**config.mk**
```make
export PLATFORM = sky130hd
export DESIGN_NAME = nn_phase_seq
export DESIGN_NICKNAME = d
export VERILOG_FILES = /design/src/rtl/nn_seq_pkg.sv /design/src/rtl/nn_phase_timer.sv /design/src/rtl/nn_phase_seq.sv
export SDC_FILE = /design/constraint.sdc
export NUM_CORES = 1
export LEC_CHECK = 0
export BUFFER_PORTS_ARGS = -buffer_cell sky130_fd_sc_hd__clkbuf_2
export CAP_MARGIN = 10
export CORE_MARGIN = 2
export CORE_UTILIZATION = 45
export DETAILED_ROUTE_END_ITERATION = 6
export PLACE_DENSITY = 0.65
export SLEW_MARGIN = 15
export SYNTH_ARGS = -nofsm -noshare
export SYNTH_HDL_FRONTEND = slang
export SYNTH_SLANG_ARGS = --single-unit
```
**constraint.sdc**
```tcl
create_clock -name clk -period 4.1 [get_ports clk]
set_clock_uncertainty 0.1 [all_clocks]
set_input_delay 0.205 -clock clk [delete_from_list [all_inputs] [get_ports clk]]
set_output_delay 0.205 -clock clk [all_outputs]
set_load 0.01 [all_outputs]
```
**src/rtl/nn_seq_pkg.sv**
```systemverilog
// Shared types for the neural-net phase sequencer: state encoding, per-state
// enable vectors {fph,fpo,bph,bpo} and default phase lengths.
package nn_seq_pkg;

  typedef enum logic [2:0] {
    IDLE = 3'd0,
    FH   = 3'd1,
    FO   = 3'd2,
    HO   = 3'd3,
    BO   = 3'd4,
    HB   = 3'd5,
    BOH  = 3'd6,
    TAIL = 3'd7
  } state_t;

  // enable vectors, bit order {fph,fpo,bph,bpo}
  localparam logic [3:0] EN_IDLE = 4'b0000;
  localparam logic [3:0] EN_FH   = 4'b1000;
  localparam logic [3:0] EN_FO   = 4'b0100;
  localparam logic [3:0] EN_HO   = 4'b0101;
  localparam logic [3:0] EN_BO   = 4'b0001;
  localparam logic [3:0] EN_HB   = 4'b1011;
  localparam logic [3:0] EN_BOH  = 4'b0011;
  localparam logic [3:0] EN_TAIL = 4'b0001;

  localparam int DEF_FH_CYC      = 4;
  localparam int DEF_FO_CYC      = 17;
  localparam int DEF_BO_CYC      = 15;
  localparam int DEF_BOH_CYC     = 9;
  localparam int DEF_TAIL_CYC    = 8;
  localparam int DEF_NUM_SAMPLES = 1;

  function automatic logic [3:0] state_en(input state_t s);
    case (s)
      FH:      return EN_FH;
      FO:      return EN_FO;
      HO:      return EN_HO;
      BO:      return EN_BO;
      HB:      return EN_HB;
      BOH:     return EN_BOH;
      TAIL:    return EN_TAIL;
      default: return EN_IDLE;
    endcase
  endfunction

endpackage

```
**src/rtl/nn_phase_timer.sv**
```systemverilog
// Loadable down-counter; tc is high while the count is zero, so a load of
// N-1 on state entry gives a state lasting exactly N cycles.
module nn_phase_timer #(
  parameter int CNT_W = 8
) (
  input  logic             clk,
  input  logic             rst_n,
  input  logic             load,
  input  logic [CNT_W-1:0] load_val,
  output logic             tc
);

  logic [CNT_W-1:0] cnt;

  always_ff @(negedge clk or negedge rst_n) begin
    if (!rst_n)           cnt <= '0;
    else if (load)        cnt <= load_val;
    else if (cnt != '0)   cnt <= cnt - CNT_W'(1);
  end

  assign tc = (cnt == '0);

endmodule

```
**src/rtl/nn_phase_seq.sv**
```systemverilog
// Phase sequencer driving fph/fpo/bph/bpo through training or validation
// batches. Optional abort input enabled by defining NN_SEQ_ABORT_EN.
module nn_phase_seq
  import nn_seq_pkg::*;
#(
  parameter int FH_CYC      = DEF_FH_CYC,
  parameter int FO_CYC      = DEF_FO_CYC,
  parameter int BO_CYC      = DEF_BO_CYC,
  parameter int BOH_CYC     = DEF_BOH_CYC,
  parameter int TAIL_CYC    = DEF_TAIL_CYC,
  parameter int NUM_SAMPLES = DEF_NUM_SAMPLES,
  parameter int CNT_W       = 8,
  parameter int IDX_W       = 8
) (
  input  logic             clk,
  input  logic             rst_n,
  input  logic             start_tr,
  input  logic             start_vl,
`ifdef NN_SEQ_ABORT_EN
  input  logic             abort,
`endif
  output logic             fph,
  output logic             fpo,
  output logic             bph,
  output logic             bpo,
  output logic             busy,
  output logic             done,
  output logic             mode_tr,
  output logic [IDX_W-1:0] sample_idx
);

  if (FH_CYC < 1 || FO_CYC < 1 || BO_CYC < 1 || BOH_CYC < 1 || TAIL_CYC < 1) begin : g_bad_cyc
    $error("nn_phase_seq: every *_CYC parameter must be at least 1");
  end
  if (FH_CYC >= 2**CNT_W || FO_CYC >= 2**CNT_W || BO_CYC >= 2**CNT_W ||
      BOH_CYC >= 2**CNT_W || TAIL_CYC >= 2**CNT_W) begin : g_bad_cnt_w
    $error("nn_phase_seq: CNT_W too narrow for phase lengths");
  end
  if (NUM_SAMPLES < 1 || NUM_SAMPLES > 2**IDX_W) begin : g_bad_samples
    $error("nn_phase_seq: NUM_SAMPLES out of range for IDX_W");
  end

  localparam logic [CNT_W-1:0] LD_FH   = CNT_W'(FH_CYC - 1);
  localparam logic [CNT_W-1:0] LD_FO   = CNT_W'(FO_CYC - 1);
  localparam logic [CNT_W-1:0] LD_BO   = CNT_W'(BO_CYC - 1);
  localparam logic [CNT_W-1:0] LD_BOH  = CNT_W'(BOH_CYC - 1);
  localparam logic [CNT_W-1:0] LD_TAIL = CNT_W'(TAIL_CYC - 1);
  localparam logic [IDX_W-1:0] LAST_IDX = IDX_W'(NUM_SAMPLES - 1);

  state_t           state, nxt;
  logic             ld, tc, eos, last;
  logic [CNT_W-1:0] ldv;
  logic             nxt_mode, nxt_done;
  logic [IDX_W-1:0] nxt_idx;

  nn_phase_timer #(.CNT_W(CNT_W)) u_timer (
    .clk      (clk),
    .rst_n    (rst_n),
    .load     (ld),
    .load_val (ldv),
    .tc       (tc)
  );

  assign last = (sample_idx >= LAST_IDX);

  // Single-cycle states (HO, HB) load 0 so tc is already set on entry.
  always_comb begin
    nxt      = state;
    ld       = 1'b0;
    ldv      = '0;
    nxt_mode = mode_tr;
    nxt_idx  = sample_idx;
    nxt_done = 1'b0;
    eos      = 1'b0;
    case (state)
      IDLE: if (start_tr || start_vl) begin
        nxt = FH; ld = 1'b1; ldv = LD_FH; nxt_mode = start_tr; nxt_idx = '0;
      end
      FH:   if (tc) begin nxt = FO; ld = 1'b1; ldv = LD_FO; end
      FO:   if (tc) begin
        if (mode_tr) begin nxt = HO; ld = 1'b1; ldv = '0; end
        else eos = 1'b1;
      end
      HO:   if (tc) begin nxt = BO; ld = 1'b1; ldv = LD_BO; end
      BO:   if (tc) begin nxt = HB; ld = 1'b1; ldv = '0; end
      HB:   if (tc) begin nxt = BOH; ld = 1'b1; ldv = LD_BOH; end
      BOH:  if (tc) begin nxt = TAIL; ld = 1'b1; ldv = LD_TAIL; end
      TAIL: if (tc) eos = 1'b1;
      default: begin nxt = IDLE; ld = 1'b1; end
    endcase
    // next sample follows with no gap; only the final sample raises done
    if (eos) begin
      ld = 1'b1;
      if (!last) begin
        nxt = FH; ldv = LD_FH; nxt_idx = sample_idx + IDX_W'(1);
      end else begin
        nxt = IDLE; ldv = '0; nxt_done = 1'b1;
      end
    end
`ifdef NN_SEQ_ABORT_EN
    if (abort && state != IDLE) begin
      nxt = IDLE; ld = 1'b1; ldv = '0; nxt_done = 1'b0;
      nxt_idx = sample_idx; nxt_mode = mode_tr;
    end
`endif
  end

  // outputs are registered from the next state so they align with state
  always_ff @(negedge clk or negedge rst_n) begin
    if (!rst_n) begin
      state              <= IDLE;
      {fph, fpo, bph, bpo} <= EN_IDLE;
      busy               <= 1'b0;
      done               <= 1'b0;
      mode_tr            <= 1'b0;
      sample_idx         <= '0;
    end else begin
      state              <= nxt;
      {fph, fpo, bph, bpo} <= state_en(nxt);
      busy               <= (nxt != IDLE);
      done               <= nxt_done;
      mode_tr            <= nxt_mode;
      sample_idx         <= nxt_idx;
    end
  end

endmodule

```
Word-level counts from Yosys, hierarchy flattened --
Cells that the tools add are included.
Word-level totals: latch bits 0, word-level logic and storage cells 73, input bits 4, memories 0, output and inout bits 15, memory bits (read-only) 0, RAM bits 0, register bits 26
Operators by class: bitwise gates (word level) 0, div/mod/pow operators 0, eq/ne operators 14, multipliers 0, shift operators 0, order comparisons 1, mux-type cells 37, reduce and logical (&&, ||, !) cells 9, $add $sub $neg 2
Operator list (number):
- $mux W8 | 7
- $mux W3 | 10
- $pmux W5 S5 | 1
- $eq A3 B3 Y1 const B | 8
- $pmux W4 S6 | 1
- $pmux W3 S7 | 1
- $eq A3 B2 Y1 const B | 4
- $mux W1 | 10
- $add A8 B1 Y8 const B | 1
- $ge A8 B1 Y1 const B | 1
- $logic_not A8 Y1 | 1
- $mux W4 | 2
- $reduce_bool A8 Y1 | 1
- $sub A8 B1 Y8 const B | 1
- $eq A3 B1 Y1 const B | 2
- $mux W5 | 1
- $reduce_or A5 Y1 | 1
- $mux W2 | 2
- $logic_not A3 Y1 | 1
- $pmux W1 S3 | 1
- $reduce_bool A3 Y1 | 1
- $pmux W1 S2 | 1
- $reduce_and A2 Y1 | 1
- $reduce_bool A2 Y1 | 1
- 2 further kinds | 2

Depth between registers and ports, before layout --
Gate-level depths: netlist (run 1).
depth after elaboration 7, mapped depth 7, gate-level depth less buffers 6

Hierarchy --
A second synthesis (run 1) with hierarchy kept.
Second synthesis, totals: cell total of the unflattened synthesis 118, area total of the unflattened synthesis 1077.3 µm²
Modules (own cells, without submodules):
- nn_phase_seq | area an instance 600.6 µm², sequential area each 250.2 µm², times used 1, cells each 64
- nn_phase_timer | area an instance 476.7 µm², sequential area each 200.2 µm², times used 1, cells each 54

==> results of run 1 <==
==> synth_stat cells (2+ instances only) <==
master and number:
a211oi_1 2, a211oi_2 2, a21oi_1 5, a22oi_1 2, buf_2 3, buf_4 8, buf_6 2, dfrtn_1 18
ha_1 2, inv_1 6, mux2i_1 2, nand2_1 12, nand2_2 2, nand3_1 4, nand3_2 3, nor2_1 11
nor3_1 3, o21ai_0 2, o21ai_1 2, o31a_1 3, o31ai_1 2, xor2_1 2
==> area by class of cell <==
class                      count  area (µm²)
multi-input combinational     87         558
clock buffer                   4        36.3
inverter                       6        22.5
tap                           28        35.0
timing repair buffer          10        50.0
fill                         201        1120
sequential                    18         450
==> routing by layer <==
| metal | vias up | routed length [µm] | track usage |
|---|---|---|---|
| met2 | 19 | 945 | 0.255 |
| met5 | - | 0 | 0 |
| met3 | 8 | 64 | 0.0250 |
| met1 | 394 | 824 | 0.209 |
| li1 | 417 | - | - |
| met4 | 0 | 76 | 0.115 |
==> flip-flops by register name (all words and copies together), names as in the netlist <==
name         count
bph              1
bpo              1
busy             1
done             1
fph              1
fpo              1
mode_tr          1
state            3
u_timer.cnt      8
==> through the flow <==
stage           util  power (mW)
3_3_place_gp   0.490       0.192
6_report       0.506       0.297
2_1_floorplan      -       0.192
3_5_place_dp   0.490       0.193
4_1_cts        0.506       0.300
5_1_grt        0.506       0.310
==> power by group through the flow <==
stage | Sequential (mW) | Clock (mW) | Combinational, mW
finish | 0.178 | 0.108 | 0.0107
global route | 0.178 | 0.119 | 0.0125
CTS | 0.178 | 0.111 | 0.0109
detailed placement | 0.182 | 0 | 0.0109
global placement | 0.182 | 0 | 0.0106
floorplan | 0.182 | 0 | 0.0102
==> final timing paths <==
check	from	end	depth (start not counted)
max	mode_tr$_DFFE_NN0P_	mode_tr	1
min	u_timer.cnt[0]$_DFFE_NN0P_	u_timer.cnt[0]$_DFFE_NN0P_	1
max reg2reg	u_timer.cnt[0]$_DFFE_NN0P_	busy$_DFF_NN0_	6
min reg2reg	u_timer.cnt[0]$_DFFE_NN0P_	u_timer.cnt[0]$_DFFE_NN0P_	1
max in group asynchronous	rst_n	bpo$_DFF_NN0_	1
min in group asynchronous	rst_n	fph$_DFF_NN0_	1
==> logic make-up after synthesis <==
family	synth area share
XOR/XNOR	0.0238
flip-flops	0.407
AO/OA/AOI/OAI	0.200
buffers and inverters	0.112
AND/OR/NAND/NOR	0.213
other	0.00339
multiplexers	0.0181
adder cells (fa/ha/maj)	0.0226
==> flow_metrics.py, run 1 <==
metrics = {
    "cells_and_area": {
        "area_delta_synth_final_pct": 4.19,
        "final_common_cell": "dfrtn_1",
        "fin_area_um2": 1150,
        "antenna_cells": 0,
        "drive_above_1_share": 0.216,
        "layout_common_cells": "dfrtn_1, nand2_1, nor2_1",
        "final_cells": 153,
        "nets": 132,
    },
    "synth": {
        "seq_area_frac_synth": 0.407,
        "syn_area_um2": 1110,
        "synthTopCellsByArea": "dfrtn_1, buf_4, nand2_1",
        "ys_ff_latch": 18,
        "synth_cell_types": 42,
        "yosys.area.top_type_share": 0.407,
        "async_reset_ff_frac": 1.00,
        "synth_edf_count": 0,
        "avgSynthCellArea_um2": 9.37,
        "syn_inst": 118,
        "synth_ff_type": "dfrtn_1",
        "ys.warnings.count": 0,
        "yosys.area.top_type": "dfrtn_1",
    },
    "worst_setup_path": {
        "path_delay_family": "flip-flops",
        "worstPathArrival_ns": 3.08,
        "crit_buf_inv": 1,
        "end_kind": "output port",
        "critPathMaxFanout": 8,
        "path_class": "reg2out",
        "critPathSlowestCell": "dfrtn_1",
        "startpoint_type": "register",
        "cpPeakStageDelay_ns": 0.55,
        "r2r_slack_ns": 2.21,
        "critPathRequiredTime_ns": 3.80,
        "cp_cell_sequence": "clkbuf_2",
    },
    "power_and_ir_drop": {
        "ir_drop_mv": 0.218,
        "combPwrFrac": 0.036,
        "p_int_mw": 0.234,
        "total_leakage_power_nw": 0.489,
        "seq_power_share": 0.601,
        "power_frac_clock": 0.363,
        "p_switching_mw": 0.0625,
        "p_sw_frac": 0.211,
        "p_per_area_nw_per_um2": 258,
    },
    "min_path": {
        "min_path_type": "reg2reg",
    },
    "floorplanning": {
        "io_pins": 19,
        "coreArea_um2": 2280,
        "rows": 17,
        "die_area_um2": 2870,
        "fp.dieH_um": 53.6,
        "start_util": 0.486,
        "die_w_um": 53.6,
    },
    "clocking": {
        "post_cts_resized": 0,
        "ctsHoldBuffers": 0,
        "cts_buffer_depth": 2,
        "clk_transition_reported_paths_ns": 0.07,
        "cts.sinks": 18,
        "cts_tree": "built",
        "post_cts_buffers": 0,
        "h-tree-depth": 1,
        "clockRootBuffer": "clkbuf_4",
        "cts-buffers-inserted": 3,
        "clock_latency_ns": 0.29,
    },
    "sta": {
        "finalSetupViolCount": 0,
        "finalSetupTns_ns": 0,
        "setup_slack_ns": 0.718,
        "rsz0062_at_grt": "false",
        "slew_headroom": 0.657,
        "timing.hold.ws_ns": 0.401,
        "tightest_slew_ns": 0.515,
        "drv_slew": 0,
        "hold_viol": 0,
    },
    "placed_design": {
        "place_area_um2": 1120,
        "dp_slack_ns": 0.808,
        "portBuffers": 10,
        "place_hpwl_mm": 1.45,
        "dp.cells": 149,
        "gp_congestion": 0.857,
    },
    "drt": {
        "wirelength_mm": 1.91,
        "routedWlPerCell_um": 12.5,
        "drtPass1Iterations": 4,
        "remaining_drc_errors": 0,
        "vias": 838,
        "drtIter0Drc": 24,
        "ant_nets": 0,
        "via_per_inst": 5.48,
    },
    "status": {
        "status": "completed",
    },
    "global_route": {
        "grt_first_pass_wirelength_mm": 3.25,
        "grt_use_total": 0.164,
        "grt_pass1_vias": 718,
        "grt_start_max_net_pins": 19,
        "antenna_found_initial": 0,
        "grt_overflow_total": 0,
    },
    "run": {
        "maxCapViolations": 0,
    },
}
(Power assumes the default switching activity.)
==> run 2, diff against run 1 <==
--- a/config.mk
+++ b/config.mk
@@ -5,12 +5,13 @@
 export SDC_FILE = /design/constraint.sdc
 export NUM_CORES = 1
 export LEC_CHECK = 0
+export ABC_AREA = 1
 export BUFFER_PORTS_ARGS = -buffer_cell sky130_fd_sc_hd__clkbuf_2
 export CAP_MARGIN = 10
 export CORE_MARGIN = 2
 export CORE_UTILIZATION = 45
 export DETAILED_ROUTE_END_ITERATION = 6
-export PLACE_DENSITY = 0.65
+export PLACE_DENSITY = 0.68
 export SLEW_MARGIN = 15
 export SYNTH_ARGS = -nofsm -noshare
 export SYNTH_HDL_FRONTEND = slang
==> constraint.sdc (replaced) <==
create_clock -name clk -period 2.9 [get_ports clk]
set_clock_uncertainty 0.1 [all_clocks]
set_input_delay 0.145 -clock clk [delete_from_list [all_inputs] [get_ports clk]]
set_output_delay 0.145 -clock clk [all_outputs]
set_load 0.01 [all_outputs]
==> flow_metrics.py, run 2 <==
metrics = {
    "floorplanning": {
        "start_util": 0.483,
        "rows": 17,
        "io_pins": 19,
        "die_area_um2": 2830,
        "coreArea_um2": 2250,
        "fp.dieH_um": 53.2,
        "die_w_um": 53.2,
    },
    "drt": {
        "vias": 852,
        "drtPass1Iterations": 4,
        "wirelength_mm": 1.97,
        "routedWlPerCell_um": 11.2,
        "remaining_drc_errors": 0,
        "ant_nets": 0,
        "drtIter0Drc": 16,
        "via_per_inst": 4.84,
    },
    "min_path": {
        "min_path_type": "reg2reg",
        "hold_path_startpoint": "u_timer.cnt[0]$_DFFE_NN0P_",
        "hold_end": "u_timer.cnt[0]$_DFFE_NN0P_",
        "min_path_cells": 2,
    },
    "clocking": {
        "cts-buffers-inserted": 3,
        "clockRootBuffer": "clkbuf_4",
        "cts_tree": "built",
        "post_cts_resized": 0,
        "post_cts_buffers": 0,
        "clk_transition_reported_paths_ns": 0.07,
        "cts.sinks": 18,
        "h-tree-depth": 1,
        "clock_latency_ns": 0.30,
        "ctsHoldBuffers": 0,
        "cts_buffer_depth": 2,
    },
    "worst_setup_path": {
        "path_delay_family": "flip-flops",
        "reg2regPathDepth": 10,
        "rr_endpoint": "u_timer.cnt[0]$_DFFE_NN0P_",
        "startpoint_type": "register",
        "end_kind": "output port",
        "r2r_slack_ns": 1.08,
        "critPathMaxFanout": 3,
        "cpPeakStageDelay_ns": 0.44,
        "worstPathArrival_ns": 2.33,
        "path_class": "reg2out",
        "critPathSlowestCell": "dfrtn_1",
        "critPathRequiredTime_ns": 2.65,
        "cp_cell_sequence": "clkbuf_2",
        "crit_buf_inv": 1,
        "r2r_start": "u_timer.cnt[0]$_DFFE_NN0P_",
    },
    "placed_design": {
        "dp.cells": 172,
        "place_area_um2": 1140,
        "place_hpwl_mm": 1.55,
        "portBuffers": 10,
        "gp_congestion": 0.901,
    },
    "cells_and_area": {
        "fin_area_um2": 1180,
        "nets": 155,
        "final_cells": 176,
        "largest_reg_flops": 8,
        "drive_above_1_share": 0.243,
        "area_delta_synth_final_pct": 8.05,
        "final_common_cell": "nand2_1",
        "top_register": "u_timer.cnt",
        "layout_common_cells": "nand2_1, dfrtn_1, nor2_1",
        "top_regs": "u_timer.cnt: 8 flops, state: 3 flops",
        "antenna_cells": 0,
    },
    "synth": {
        "yosys.area.top_type": "dfrtn_1",
        "ys_ff_latch": 18,
        "async_reset_ff_frac": 1.00,
        "syn_area_um2": 1090,
        "synthTopCellsByArea": "dfrtn_1, nand2_1, buf_4",
        "avgSynthCellArea_um2": 8.06,
        "yosys.area.top_type_share": 0.414,
        "seq_area_frac_synth": 0.414,
        "yosys-top-cells-count": "nand2_1, dfrtn_1, nor2_1",
        "synth_cell_types": 27,
        "synth_edf_count": 0,
        "yosysMostFrequentCell": "nand2_1",
        "ys.warnings.count": 0,
        "synth_ff_type": "dfrtn_1",
        "syn_inst": 135,
    },
    "sta": {
        "timing.hold.ws_ns": 0.359,
        "hold_viol": 0,
        "drv_slew": 0,
        "rsz0062_at_grt": "false",
        "finalSetupTns_ns": 0,
        "finalSetupViolCount": 0,
    },
    "power_and_ir_drop": {
        "p_per_area_nw_per_um2": 1110,
        "total_leakage_power_nw": 0.672,
        "ir_drop_mv": 0.638,
    },
    "global_route": {
        "grt_use_total": 0.168,
        "grt_overflow_total": 0,
        "grt_first_pass_wirelength_mm": 3.33,
        "grt_start_max_net_pins": 19,
        "antenna_found_initial": 0,
        "grt_pass1_vias": 782,
    },
    "status": {
        "status": "completed",
    },
    "run": {
        "maxCapViolations": 0,
    },
}
run 2: layout make-up:
type,count,area (µm²)
clock buffer,4,36.3
fill,230,1080
inverter,18,67.6
multi-input combinational,98,537
timing repair buffer,10,50.0
sequential,18,450
tap,28,35.0
run 2: cell families after synthesis:
group | count (synthesis) | synth area share
adder cells (fa/ha/maj) | 2 | 0.0230
buffers and inverters | 26 | 0.117
XOR/XNOR | 4 | 0.0322
other | 1 | 0.00344
AND/OR/NAND/NOR | 72 | 0.347
AO/OA/AOI/OAI | 12 | 0.0632
flip-flops | 18 | 0.414
run 2: worst max path at each step:
stage	from	end	slack [ns]	cells after the start
after floorplan	start_vl	u_timer.cnt[0]$_DFFE_NN0P_	0.37	6
after global placement	start_vl	u_timer.cnt[1]$_DFFE_NN0P_	0.18	7
after detailed placement	start_vl	u_timer.cnt[1]$_DFFE_NN0P_	0.14	7
after CTS	mode_tr$_DFFE_NN0P_	mode_tr	0.32	1
after global routing	mode_tr$_DFFE_NN0P_	mode_tr	0.29	1
final	mode_tr$_DFFE_NN0P_	mode_tr	0.33	1
run 2: power by group:
| part | total (mW) | leakage (nW) | switching (mW) | internal, mW |
|---|---|---|---|---|
| clock | 0.152 | 0.0210 | 0.0758 | 0.0766 |
| sequential | 0.443 | 0.228 | 0.0810 | 0.362 |
| combinational | 0.708 | 0.423 | 0.455 | 0.253 |
| total | 1.30 | 0.672 | 0.611 | 0.692 |
run 2: metrics by stage:
| stage | total power [mW] | setup slack (ns) | util |
|---|---|---|---|
| final | 1.30 | 0.326 | 0.522 |
| after global routing | 1.44 | 0.290 | 0.522 |
| after CTS | 1.32 | 0.317 | 0.522 |
| after detailed placement | 1.16 | 0.143 | 0.506 |
| after global placement | 1.14 | 0.182 | 0.506 |
| after floorplan | 1.01 | 0.375 | - |
run 2: metal layers:
layer  wire length (µm)  global-route usage
met5                  0                   0
met3                 91              0.0565
met2               1010               0.273
met1                841               0.205
met4                 23              0.0641
==> run 3, diff against run 2 <==
--- a/config.mk
+++ b/config.mk
@@ -5,13 +5,13 @@
 export SDC_FILE = /design/constraint.sdc
 export NUM_CORES = 1
 export LEC_CHECK = 0
-export ABC_AREA = 1
 export BUFFER_PORTS_ARGS = -buffer_cell sky130_fd_sc_hd__clkbuf_2
 export CAP_MARGIN = 10
 export CORE_MARGIN = 2
-export CORE_UTILIZATION = 45
+export CORE_UTILIZATION = 49
+export CTS_CLUSTER_DIAMETER = 50
 export DETAILED_ROUTE_END_ITERATION = 6
-export PLACE_DENSITY = 0.68
+export PLACE_DENSITY = 0.73
 export SLEW_MARGIN = 15
 export SYNTH_ARGS = -nofsm -noshare
 export SYNTH_HDL_FRONTEND = slang
==> flow_metrics.py, run 3 (synthesis gave the netlist of run 1 again) <==
metrics = {
    "sta": {
        "drv_slew": 0,
        "tightest_slew_ns": 0.518,
        "slew_headroom": 0.655,
        "finalSetupTns_ns": 0,
        "finalSetupViolCount": 0,
        "rsz0062_at_grt": "false",
        "hold_viol": 0,
    },
    "clocking": {
        "cts_tree": "built",
        "clock_latency_ns": 0.28,
        "post_cts_buffers": 0,
        "clockRootBuffer": "clkbuf_4",
        "cts.sinks": 18,
        "ctsHoldBuffers": 0,
        "clk_transition_reported_paths_ns": 0.07,
        "cts_buffer_depth": 2,
        "post_cts_resized": 0,
        "h-tree-depth": 1,
        "cts-buffers-inserted": 3,
    },
    "worst_setup_path": {
        "startpoint_type": "register",
        "critPathSlowestCell": "dfrtn_1",
        "end_kind": "output port",
        "worstPathArrival_ns": 2.45,
        "cpPeakStageDelay_ns": 0.53,
        "path_class": "reg2out",
        "cp_cell_sequence": "clkbuf_2",
        "critPathMaxFanout": 8,
        "critPathRequiredTime_ns": 2.65,
        "crit_buf_inv": 1,
        "path_delay_family": "flip-flops",
    },
    "floorplanning": {
        "start_util": 0.510,
        "die_w_um": 51.5,
        "io_pins": 19,
        "rows": 17,
        "fp.dieH_um": 51.5,
        "coreArea_um2": 2170,
        "die_area_um2": 2650,
    },
    "drt": {
        "vias": 809,
        "ant_nets": 0,
        "drtIter0Drc": 18,
        "via_per_inst": 5.29,
        "wirelength_mm": 2.06,
        "drtPass1Iterations": 4,
        "remaining_drc_errors": 0,
        "routedWlPerCell_um": 13.4,
    },
    "global_route": {
        "grt_overflow_total": 0,
        "grt_start_max_net_pins": 19,
        "grt_use_total": 0.178,
        "grt_pass1_vias": 747,
        "grt_first_pass_wirelength_mm": 3.51,
        "antenna_found_initial": 0,
    },
    "cells_and_area": {
        "top_register": "u_timer.cnt",
        "nets": 132,
        "final_common_cell": "dfrtn_1",
        "largest_reg_flops": 8,
        "layout_common_cells": "dfrtn_1, nand2_1, nor2_1",
        "drive_above_1_share": 0.216,
        "area_delta_synth_final_pct": 4.19,
        "antenna_cells": 0,
        "top_regs": "u_timer.cnt: 8 flops, state: 3 flops",
    },
    "power_and_ir_drop": {
        "p_per_area_nw_per_um2": 362,
        "p_int_mw": 0.331,
        "ir_drop_mv": 0.201,
        "power_frac_clock": 0.359,
        "seq_power_share": 0.605,
        "p_sw_frac": 0.206,
        "combPwrFrac": 0.036,
        "finalPower_mw": 0.417,
        "p_switching_mw": 0.0861,
        "total_leakage_power_nw": 0.489,
    },
    "placed_design": {
        "place_hpwl_mm": 1.57,
        "gp_congestion": 0.864,
        "portBuffers": 10,
    },
    "run": {
        "maxCapViolations": 0,
    },
    "min_path": {
        "min_path_type": "reg2reg",
    },
    "status": {
        "status": "completed",
    },
}
## run 3: metrics by stage
stage | instances | hold slack, ns | area (µm²) | util | setup slack (ns)
after global routing | 153 | 0.453 | 1150 | 0.531 | 0.152
after CTS | 153 | 0.415 | 1150 | 0.531 | 0.193
after global placement | 149 | 0.400 | 1120 | 0.514 | 0.295
after detailed placement | 149 | 0.414 | 1120 | 0.514 | 0.264
after floorplan | 125 | 0.356 | 1130 | - | 0.486
final | 153 | 0.418 | 1150 | 0.531 | 0.209
## run 3: metal layers
metal | global-route usage | part of all wire
met1 | 0.239 | 0.44
met2 | 0.297 | 0.52
met3 | 0.0259 | 0.034
met4 | 0.0526 | 0.0068
met5 | 0 | 0
## run 3: final timing paths
kind                                             from                    endpoint  slack [ns]  cells past startpoint
min                        u_timer.cnt[7]$_DFFE_NN0P_  u_timer.cnt[7]$_DFFE_NN0P_        0.42                      2
max                               mode_tr$_DFFE_NN0P_                     mode_tr        0.21                      1
min reg2reg                u_timer.cnt[7]$_DFFE_NN0P_  u_timer.cnt[7]$_DFFE_NN0P_        0.42                      2
min in group asynchronous                       rst_n  u_timer.cnt[5]$_DFFE_NN0P_        1.02                      1
max in group asynchronous                       rst_n  u_timer.cnt[6]$_DFFE_NN0P_        1.34                      1
max reg2reg                u_timer.cnt[0]$_DFFE_NN0P_              busy$_DFF_NN0_        0.98                      6
## run 3: area by class of cell
class / count / area, µm²
clock buffers: 4 / 36.3
fillers: 212 / 1020
inverters: 6 / 22.5
multi-input cells: 87 / 558
flip-flops and latches: 18 / 450
well taps: 28 / 35.0
repair buffers: 10 / 50.0
## run 3: power groups by stage
| stage | logic [mW] | registers, mW | clock network [mW] |
|---|---|---|---|
| floorplan | 0.0144 | 0.257 | 0 |
| global placement | 0.0150 | 0.257 | 0 |
| detailed placement | 0.0152 | 0.257 | 0 |
| CTS | 0.0151 | 0.252 | 0.154 |
| global route | 0.0178 | 0.252 | 0.168 |
| finish | 0.0151 | 0.252 | 0.150 |
## run 3: worst reg2reg max path: cells and delay by family (launching register included)
kind | cells | cell delay [ns]
buf+inv | 1 | 0.12
simple gates | 3 | 0.88
flops | 1 | 0.41
compound gates | 1 | 0.09
fa+ha+maj | 1 | 0.17
